--- src/rtl/npu_fetch_pkg.sv ---
// Shared types and constants for the NPU instruction fetch sequencer.
// Optional performance counters are enabled with the NPU_FETCH_PERF_EN macro.
package npu_fetch_pkg;

  typedef enum logic [2:0] {
    ST_IDLE,
    ST_ISSUE,
    ST_WAIT,
    ST_DRAIN,
    ST_HALT
  } fetch_state_e;

  localparam logic [1:0]  RESP_OKAY   = 2'b00;
  localparam logic [2:0]  ARPROT_INST = 3'b100;
  localparam int unsigned PC_STEP     = 4;

endpackage

--- src/rtl/npu_fetch_fifo.sv ---
// Prefetch FIFO: power-of-2 depth, combinational head, single-cycle flush.
// Pointers carry one extra wrap bit so full and empty are distinguishable.
module npu_fetch_fifo #(
  parameter int WIDTH = 64,
  parameter int DEPTH = 4
) (
  input  logic                     clk,
  input  logic                     rst_n,
  input  logic                     flush_i,
  input  logic                     push_i,
  input  logic [WIDTH-1:0]         wdata_i,
  input  logic                     pop_i,
  output logic [WIDTH-1:0]         rdata_o,
  output logic                     empty_o,
  output logic                     full_o,
  output logic [$clog2(DEPTH):0]   count_o
);

  localparam int PTR_W = $clog2(DEPTH);
  localparam logic [PTR_W:0] DEPTH_C = (PTR_W+1)'(DEPTH);

  logic [WIDTH-1:0] mem_q [DEPTH];
  logic [PTR_W:0]   wr_ptr_q, wr_ptr_d;
  logic [PTR_W:0]   rd_ptr_q, rd_ptr_d;
  logic             do_push, do_pop;

  assign count_o = wr_ptr_q - rd_ptr_q;
  assign empty_o = (count_o == '0);
  assign full_o  = (count_o == DEPTH_C);
  assign do_push = push_i && !full_o && !flush_i;
  assign do_pop  = pop_i && !empty_o && !flush_i;
  assign rdata_o = mem_q[rd_ptr_q[PTR_W-1:0]];

  always_comb begin
    wr_ptr_d = wr_ptr_q;
    rd_ptr_d = rd_ptr_q;
    if (flush_i) begin
      wr_ptr_d = '0;
      rd_ptr_d = '0;
    end else begin
      if (do_push) wr_ptr_d = wr_ptr_q + 1'b1;
      if (do_pop)  rd_ptr_d = rd_ptr_q + 1'b1;
    end
  end

  always_ff @(posedge clk or negedge rst_n) begin
    if (!rst_n) begin
      wr_ptr_q <= '0;
      rd_ptr_q <= '0;
    end else begin
      wr_ptr_q <= wr_ptr_d;
      rd_ptr_q <= rd_ptr_d;
    end
  end

  always_ff @(posedge clk) begin
    if (do_push) mem_q[wr_ptr_q[PTR_W-1:0]] <= wdata_i;
  end

endmodule

--- src/rtl/npu_fetch_ctrl.sv ---
// Instruction fetch sequencer: single-outstanding AXI4-Lite read master feeding a
// prefetch FIFO. Define NPU_FETCH_PERF_EN to add saturating performance counters.
module npu_fetch_ctrl
  import npu_fetch_pkg::*;
#(
  parameter int ADDR_WIDTH = 32,
  parameter int DATA_WIDTH = 32,
  parameter int FIFO_DEPTH = 4
) (
  input  logic                  clk,
  input  logic                  rst_n,
  input  logic                  start,
  input  logic [ADDR_WIDTH-1:0] start_pc,
  input  logic                  stop,
  input  logic                  redir_valid,
  input  logic [ADDR_WIDTH-1:0] redir_pc,
  output logic                  busy,
  output logic                  err,
  output logic                  inst_valid,
  input  logic                  inst_ready,
  output logic [DATA_WIDTH-1:0] inst_data,
  output logic [ADDR_WIDTH-1:0] inst_pc,
  output logic [ADDR_WIDTH-1:0] m_araddr,
  output logic [2:0]            m_arprot,
  output logic                  m_arvalid,
  input  logic                  m_arready,
  input  logic [DATA_WIDTH-1:0] m_rdata,
  input  logic [1:0]            m_rresp,
  input  logic                  m_rvalid,
  output logic                  m_rready
`ifdef NPU_FETCH_PERF_EN
  ,
  output logic [31:0]           perf_fetch_cnt,
  output logic [31:0]           perf_stall_cnt,
  output logic [31:0]           perf_flush_cnt
`endif
);

  localparam int CNT_W = $clog2(FIFO_DEPTH) + 1;
  localparam logic [CNT_W-1:0]      DEPTH_C    = CNT_W'(FIFO_DEPTH);
  localparam logic [ADDR_WIDTH-1:0] ALIGN_MASK = ~ADDR_WIDTH'(3);

  fetch_state_e          state_q, state_d;
  logic [ADDR_WIDTH-1:0] pc_q, pc_d, rd_pc_q, rd_pc_d, pend_pc_q, pend_pc_d;
  logic                  err_q, err_d, pend_q, pend_d, stop_q, stop_d;
  logic                  kill, redir_take, push, pop, fifo_empty, fifo_full;
  logic [ADDR_WIDTH-1:0] redir_aligned;
  logic [CNT_W-1:0]      fifo_count;
  logic [DATA_WIDTH+ADDR_WIDTH-1:0] fifo_head;

  assign kill          = (state_q != ST_IDLE) && (stop || redir_valid);
  assign redir_take    = kill && !stop;
  assign redir_aligned = redir_pc & ALIGN_MASK;
  assign pop           = inst_valid && inst_ready;

  // pend_q marks an AR that must still complete at the old address after a flush;
  // its eventual beat is dropped in DRAIN. stop_q makes a drain end in IDLE.
  always_comb begin
    state_d   = state_q;
    pc_d      = pc_q;
    rd_pc_d   = rd_pc_q;
    err_d     = err_q;
    pend_d    = pend_q;
    pend_pc_d = pend_pc_q;
    stop_d    = stop_q;
    push      = 1'b0;
    m_arvalid = 1'b0;
    m_rready  = 1'b0;
    unique case (state_q)
      ST_IDLE: begin
        if (start) begin
          pc_d    = start_pc & ALIGN_MASK;
          err_d   = 1'b0;
          pend_d  = 1'b0;
          stop_d  = 1'b0;
          state_d = ST_ISSUE;
        end
      end
      ST_ISSUE: begin
        m_arvalid = pend_q || (fifo_count < DEPTH_C);
        if (m_arvalid && m_arready) begin
          rd_pc_d = pc_q;
          if (pend_q || kill) begin
            state_d = ST_DRAIN;
            pend_d  = 1'b0;
            stop_d  = stop_q || stop;
            if (redir_take)  pc_d = redir_aligned;
            else if (pend_q) pc_d = pend_pc_q;
          end else begin
            state_d = ST_WAIT;
          end
        end else if (kill) begin
          if (m_arvalid) begin
            pend_d = 1'b1;
            stop_d = stop_q || stop;
            if (redir_take)   pend_pc_d = redir_aligned;
            else if (!pend_q) pend_pc_d = pc_q;
          end else if (stop) begin
            state_d = ST_IDLE;
          end else begin
            pc_d = redir_aligned;
          end
        end
      end
      ST_WAIT: begin
        m_rready = 1'b1;
        if (kill) begin
          stop_d = stop;
          if (redir_take) pc_d = redir_aligned;
          if (m_rvalid) state_d = stop ? ST_IDLE : ST_ISSUE;
          else          state_d = ST_DRAIN;
        end else if (m_rvalid) begin
          if (m_rresp == RESP_OKAY) begin
            push    = 1'b1;
            pc_d    = pc_q + ADDR_WIDTH'(PC_STEP);
            state_d = ST_ISSUE;
          end else begin
            err_d   = 1'b1;
            state_d = ST_HALT;
          end
        end
      end
      ST_DRAIN: begin
        m_rready = 1'b1;
        if (redir_take) pc_d = redir_aligned;
        if (stop)       stop_d = 1'b1;
        if (m_rvalid)   state_d = (stop_q || stop) ? ST_IDLE : ST_ISSUE;
      end
      ST_HALT: begin
        if (kill) begin
          if (stop) begin
            state_d = ST_IDLE;
          end else begin
            pc_d    = redir_aligned;
            state_d = ST_ISSUE;
          end
        end
      end
      default: state_d = ST_IDLE;
    endcase
  end

  always_ff @(posedge clk or negedge rst_n) begin
    if (!rst_n) begin
      state_q   <= ST_IDLE;
      pc_q      <= '0;
      rd_pc_q   <= '0;
      pend_pc_q <= '0;
      err_q     <= 1'b0;
      pend_q    <= 1'b0;
      stop_q    <= 1'b0;
    end else begin
      state_q   <= state_d;
      pc_q      <= pc_d;
      rd_pc_q   <= rd_pc_d;
      pend_pc_q <= pend_pc_d;
      err_q     <= err_d;
      pend_q    <= pend_d;
      stop_q    <= stop_d;
    end
  end

  npu_fetch_fifo #(
    .WIDTH (DATA_WIDTH + ADDR_WIDTH),
    .DEPTH (FIFO_DEPTH)
  ) u_fifo (
    .clk     (clk),
    .rst_n   (rst_n),
    .flush_i (kill),
    .push_i  (push),
    .wdata_i ({m_rdata, rd_pc_q}),
    .pop_i   (pop),
    .rdata_o (fifo_head),
    .empty_o (fifo_empty),
    .full_o  (fifo_full),
    .count_o (fifo_count)
  );

  // Head is masked while empty so the decoder sees zeros instead of stale RAM.
  assign inst_valid = !fifo_empty;
  assign inst_data  = inst_valid ? fifo_head[ADDR_WIDTH +: DATA_WIDTH] : '0;
  assign inst_pc    = inst_valid ? fifo_head[ADDR_WIDTH-1:0] : '0;
  assign m_araddr   = pc_q;
  assign m_arprot   = ARPROT_INST;
  assign busy       = (state_q != ST_IDLE);
  assign err        = err_q;

`ifdef NPU_FETCH_PERF_EN
  logic start_take;
  assign start_take = (state_q == ST_IDLE) && start;

  always_ff @(posedge clk or negedge rst_n) begin
    if (!rst_n) begin
      perf_fetch_cnt <= '0;
      perf_stall_cnt <= '0;
      perf_flush_cnt <= '0;
    end else if (start_take) begin
      perf_fetch_cnt <= '0;
      perf_stall_cnt <= '0;
      perf_flush_cnt <= '0;
    end else begin
      if (push && perf_fetch_cnt != '1) perf_fetch_cnt <= perf_fetch_cnt + 1'b1;
      if (state_q == ST_ISSUE && !pend_q && fifo_full && perf_stall_cnt != '1)
        perf_stall_cnt <= perf_stall_cnt + 1'b1;
      if (redir_take && perf_flush_cnt != '1) perf_flush_cnt <= perf_flush_cnt + 1'b1;
    end
  end
`endif

endmodule

--- config.mk ---
export PLATFORM = sky130hd
export DESIGN_NAME = npu_fetch_ctrl
export DESIGN_NICKNAME = d
export VERILOG_FILES = /design/src/rtl/npu_fetch_pkg.sv /design/src/rtl/npu_fetch_fifo.sv /design/src/rtl/npu_fetch_ctrl.sv
export SDC_FILE = /design/constraint.sdc
export NUM_CORES = 1
export LEC_CHECK = 0
export BUFFER_PORTS_ARGS = -buffer_cell sky130_fd_sc_hd__buf_2
export CAP_MARGIN = 25
export CORE_MARGIN = 4
export CORE_UTILIZATION = 35
export CTS_CLUSTER_DIAMETER = 80
export DETAILED_ROUTE_END_ITERATION = 6
export PLACE_DENSITY = 0.58
export SLEW_MARGIN = 40
export SYNTH_ARGS = -nofsm -noshare
export SYNTH_HDL_FRONTEND = slang
export SYNTH_HIERARCHICAL = 1
export SYNTH_SLANG_ARGS = --single-unit
--- constraint.sdc ---
create_clock -name clk -period 7.8 [get_ports clk]
set_input_delay 1.56 -clock clk [delete_from_list [all_inputs] [get_ports clk]]
set_output_delay 1.56 -clock clk [all_outputs]
set_load 0.01 [all_outputs]
==> results of run 1 <==
[registers in the layout (all words and copies together), names as in the netlist]
signal,count
stop_q,1
err,1
u_fifo/mem_q,256
rd_pc_q,32
pend_q,1
u_fifo/rd_ptr_q,3
pend_pc_q,32
state_q,3
m_araddr,32
u_fifo/wr_ptr_q,3
[power groups by stage]
stage / registers, mW / clock network, mW / logic [mW]
final: 2.85 / 1.86 / 1.87
after global routing: 2.89 / 1.99 / 2.05
after CTS: 2.83 / 1.91 / 1.85
after detailed placement: 2.87 / 0 / 1.84
after global placement: 2.85 / 0 / 1.78
after floorplan: 2.65 / 0 / 1.32
[routing by layer]
| layer | vias up | routed length [um] | global-route usage [%] |
|---|---|---|---|
| met2 | 505 | 21100 | 27.5 |
| met4 | 0 | 854 | 4.54 |
| li1 | 5184 | - | - |
| met1 | 5617 | 20900 | 26.5 |
| met3 | 62 | 3660 | 3.30 |
| met5 | - | 0 | 0 |
[final cells by class]
type	count	area [um^2]	area share, %
timing repair buffer	229	1310	6.65
sequential	364	10400	52.7
clock inverter	20	189	0.957
multi-input combinational	801	5930	30.0
antenna	1	2.50	0.0127
tap	607	759	3.85
clock buffer	53	1100	5.57
inverter	14	52.6	0.266
[worst min-delay path by stage]
stage,end,cells past startpoint,slack [ns],start
CTS,pend_pc_q[1],1,0.50,pend_pc_q[1]
global placement,pend_pc_q[0],1,0.48,pend_pc_q[0]
global route,pend_pc_q[1],1,0.53,pend_pc_q[1]
detailed placement,pend_pc_q[1],1,0.49,pend_pc_q[1]
finish,pend_pc_q[1],1,0.50,pend_pc_q[1]
floorplan,pend_pc_q[0],1,0.47,pend_pc_q[0]
[layout by cell type, fill, tap and decap left out, types with 13 or more instances in the layout]
cell,count
nand3_1,19
buf_4,18
mux2i_1,25
buf_2,201
mux4_2,64
nor2b_1,72
inv_1,13
xnor2_1,16
nor2_1,71
o22ai_1,39
edfxtp_1,256
a21oi_1,70
clkbuf_16,40
a211oi_1,13
o21ai_0,74
dfrtp_1,106
nand2_1,148
==> flow_summary.yaml, run 1 <==
critical_path:
  regToRegStartpoint: "u_fifo/rd_ptr_q[0]"
  timing.critical_path.max_delay_family: "buffers and inverters"
  setup.reg_to_reg.worst_slack_ns: 3.78
  crit_end: "inst_pc[28]"
  worst_ep_required_time_ns: 6.24
  cp-startpoint: "u_fifo/rd_ptr_q[0]"
  critical_path.slowest_cell: "dfrtp_4"
  r2r.worst_path.cells: 8
  cp_num_cells: 7
  critical_path.endpoint_type: "output pin"
  path_cells: "ha_1 -> fa_1 -> xor3_2 -> nor2_4 -> buf_4 -> nor2b_1 -> buf_2"
  timing.critical_path.buf_inv: 2
  rr_endpoint: "m_araddr[22]"
  critical-path-max-stage-delay_ns: 0.60
  arrival_ns: 3.40
  cp_max_fo: 54
  criticalPathCategory: "register to output pin"
  start_kind: "register"
clock_tree:
  tritoncts: "done"
  worst_setup_hold_path_clk_slew_ns: 0.06
  maximum_number_of_buffers_from_clock_root_to_sink: 3
  cts-root-buf: "clkbuf_16"
  post_cts_resize_count: 0
  clkSinkCount: 364
  worst_skew_pair.late_latency_ns: 0.56
  cts-hold-fix-buffers: 0
  tritoncts.num_buffers: 40
  cts.htree.levels: 2
  post_cts.repair.setup_buffers: 0
sta:
  timing.clock.skew_ns: 0.0133
  maxSlewHeadroom_pct: 41.2
  timing.final.crit_share_pct: 63.6
  grt_setup_unrepaired: "false"
  hold-worst-slack_ns: 0.496
  report.final.setup_viol: 0
  max_freq_ghz: 0.202
  setup_ws_ns: 2.84
  slew_viol_final: 0
  timing_worst_slew_pin_value_ns: 0.879
  final_period_demand_of_the_worst_path_ns: 4.96
  setup-tns-final_ns: 0
  finalHoldViolations: 0
detailed_routing:
  wirelength_per_cell_um: 22.3
  drtAntennaViolNets: 0
  avgViaCountPerCell: 5.44
  via_count: 11400
  drc_errors: 0
  finalWirelength_um: 46500
  detailedRoute.firstPassIterationCount: 5
  drt_first_iter_violations: 940
global_routing:
  grt.overflow.total: 0
  grt_antenna_before_repair: 1
  grt_use_total_pct: 17.9
  grt_first_pass_wirelength_um: 70600
  pin_count_of_the_biggest_net_entering_global_routing: 66
  grt_pass1_vias: 11200
cells_and_area:
  instances_no_fill: 2089
  final_nets: 1564
  postLayoutCoreUtil_pct: 42.1
  postLayoutCellArea_um2: 19700
  drive_above_1_share_pct: 26.5
  area_overhead_vs_synth_pct: 18.3
  layout.filler_cells: 4398
power:
  clk_network_pwr_share_pct: 28.3
  power-per-cell-area_nw_per_um2: 333
  power.combinational.fraction_pct: 28.4
  power.leakage_nw: 7.26
  power_switching_mw: 2.39
  internal_power_mw: 4.18
  pwr-share-seq_pct: 43.3
  worst_ir_drop_vdd_mv: 0.188
  total_power_mw: 6.57
  switching_share_pct: 36.3
placement:
  area_post_placement_um2: 18400
  place.detailed.instances: 2014
  gp_congestion: 0.888
  io_buffers: 202
  post-dp-hpwl_um: 30600
  preCtsSetupSlack_ns: 3.03
floorplan:
  die-area_um2: 51300
  standard_cell_row_count: 79
  die_w_um: 226
  core_um2: 46900
  num_io_pins: 210
  start_util_pct: 35.6
  die_height_um: 226
flow_run:
  maxCapViolCount: 0
synthesis:
  synthesis.yosys.warnings: 6
  cell_area_after_synthesis_um2: 16700
  synthCells: 1279
  synthesis.area_per_instance_um2: 13.1
outcome:
  status: "finished clean"
worst_hold_path:
  worst_hold_path_type: "register to register"
Power figures use the tool's default switching activity.
==> inputs of run 2 (changes only) <==
ABC_AREA = 1   (was not set)
PLACE_DENSITY = 0.59   (was 0.58)
clock period = 4.4 ns   (was 7.8 ns; I/O delays follow)
==> run 2 against run 1 <==
Effect of this change: register-to-register slack got worse by 2.7 ns; wire length up 8.9%; via count up 28%; final cell count is 39% higher; utilization down 0.80 points; die area is 6.5% higher; clock skew up 0.0026 ns; worst hold slack got worse by 0.20 ns; combinational power is 120% higher; largest cell class unchanged.
==> flow_summary.yaml, run 2 <==
clock_tree:
  post_cts.repair.setup_buffers: 0
  worst_setup_hold_path_clk_slew_ns: 0.06
  post_cts_resize_count: 0
  maximum_number_of_buffers_from_clock_root_to_sink: 3
  tritoncts: "done"
  cts-hold-fix-buffers: 0
  tritoncts.num_buffers: 41
  clkSinkCount: 364
  cts.htree.levels: 2
  worst_skew_pair.late_latency_ns: 0.56
  cts-root-buf: "clkbuf_16"
placement:
  io_buffers: 202
  post-dp-hpwl_um: 32900
  gp_congestion: 0.908
detailed_routing:
  wirelength_per_cell_um: 17.5
  drt_first_iter_violations: 1117
  via_count: 14500
  avgViaCountPerCell: 5.01
  drc_errors: 0
  finalWirelength_um: 50700
  detailedRoute.firstPassIterationCount: 5
  drtAntennaViolNets: 0
flow_run:
  maxCapViolCount: 0
floorplan:
  core_um2: 50300
  die_height_um: 234
  standard_cell_row_count: 82
  start_util_pct: 35.4
  die_w_um: 234
  die-area_um2: 54600
  num_io_pins: 210
critical_path:
  critical_path.endpoint_type: "output pin"
  setup.reg_to_reg.worst_slack_ns: 1.09
  cp_max_fo: 58
  criticalPathCategory: "register to output pin"
  start_kind: "register"
  worst_ep_required_time_ns: 3.52
  arrival_ns: 3.04
global_routing:
  grt_use_total_pct: 18.2
  grt_pass1_vias: 14000
  grt_antenna_before_repair: 1
  grt_first_pass_wirelength_um: 78100
  pin_count_of_the_biggest_net_entering_global_routing: 75
  grt.overflow.total: 0
sta:
  report.final.setup_viol: 0
  finalHoldViolations: 0
  slew_viol_final: 0
  maxSlewHeadroom_pct: 47.2
  final_period_demand_of_the_worst_path_ns: 3.92
  grt_setup_unrepaired: "false"
  timing.final.crit_share_pct: 89.2
  hold-worst-slack_ns: 0.296
  timing_worst_slew_pin_value_ns: 0.789
  timing.clock.skew_ns: 0.0159
  max_freq_ghz: 0.255
synthesis:
  synthCells: 2036
  synthesis.yosys.warnings: 6
  synthesis.area_per_instance_um2: 8.75
  cell_area_after_synthesis_um2: 17800
cells_and_area:
  final_nets: 2313
  area_overhead_vs_synth_pct: 16.7
  antenna_cells_inserted: 0
  layout.filler_cells: 4977
  final_common_cell: "nand2_1"
  largest_register_ff_count: 256
  drive_above_1_share_pct: 14.8
  postLayoutCoreUtil_pct: 41.3
  mostFrequentLayoutCells: "nand2_1 (501), nor2_1 (369), edfxtp_1 (256), buf_2 (201), o21ai_0 (150)"
outcome:
  status: "finished clean"
power:
  worst_ir_drop_vdd_mv: 0.400
  power.leakage_nw: 9.03
  power-per-cell-area_nw_per_um2: 593
worst_hold_path:
  worst_hold_path_type: "input pin to asynchronous set/reset pin"
[run 2: worst max-delay path: stages, from the launching register on]
cell	delay, ns
dfrtp_4	0.41
buf_4	0.47
clkinv_2	0.57
buf_4	0.46
o21ai_1	0.19
o22ai_1	0.08
inv_1	0.07
nor2_1	0.04
buf_2	0.15
[run 2: cell type report]
class | instances | area [um^2] | area share (%)
inverter | 156 | 589 | 2.84
timing repair buffer | 230 | 1330 | 6.39
tap | 672 | 841 | 4.05
sequential | 364 | 10400 | 50.0
clock inverter | 23 | 285 | 1.37
clock buffer | 50 | 1060 | 5.10
multi-input combinational | 1406 | 6290 | 30.2
[run 2: per-stage QoR]
| stage | power (mW) | instance area (um^2) | setup TNS (ns) | worst slack (ns) | std cells |
|---|---|---|---|---|---|
| after floorplan | 7.57 | 17800 | -233.66 | -0.913 | 2037 |
| after global placement | 8.80 | 19400 | 0 | 0.741 | 2828 |
| after detailed placement | 8.91 | 19400 | 0 | 0.536 | 2828 |
| after CTS | 12.4 | 20800 | 0 | 0.304 | 2901 |
| after global routing | 13.2 | 20800 | 0 | 0.131 | 2901 |
| final | 12.3 | 20800 | 0 | 0.475 | 2901 |
[run 2: report_power, final]
group | switching [mW] | internal, mW
registers | 0.559 | 4.25
clock network | 1.38 | 2.07
logic | 2.79 | 1.27
total | 4.73 | 7.59
[run 2: layer usage]
metal	global-route usage [%]	vias up	routed length, um
li1	-	7112	-
met1	25.3	6844	23000
met2	29.0	474	22600
met3	3.49	98	3680
met4	5.57	2	1390
met5	0	-	13
[run 2: worst paths after layout]
kind / start / endpoint / cells past startpoint
max: u_fifo/rd_ptr_q[0] / inst_data[0] / 8
min: rst_n / pend_pc_q[19] / 1
max reg2reg: state_q[1] / u_fifo/mem_q[2][33] / 8
min reg2reg: pend_pc_q[31] / pend_pc_q[31] / 2
max in group asynchronous: rst_n / pend_pc_q[11] / 2
min in group clk: pend_pc_q[31] / pend_pc_q[31] / 2
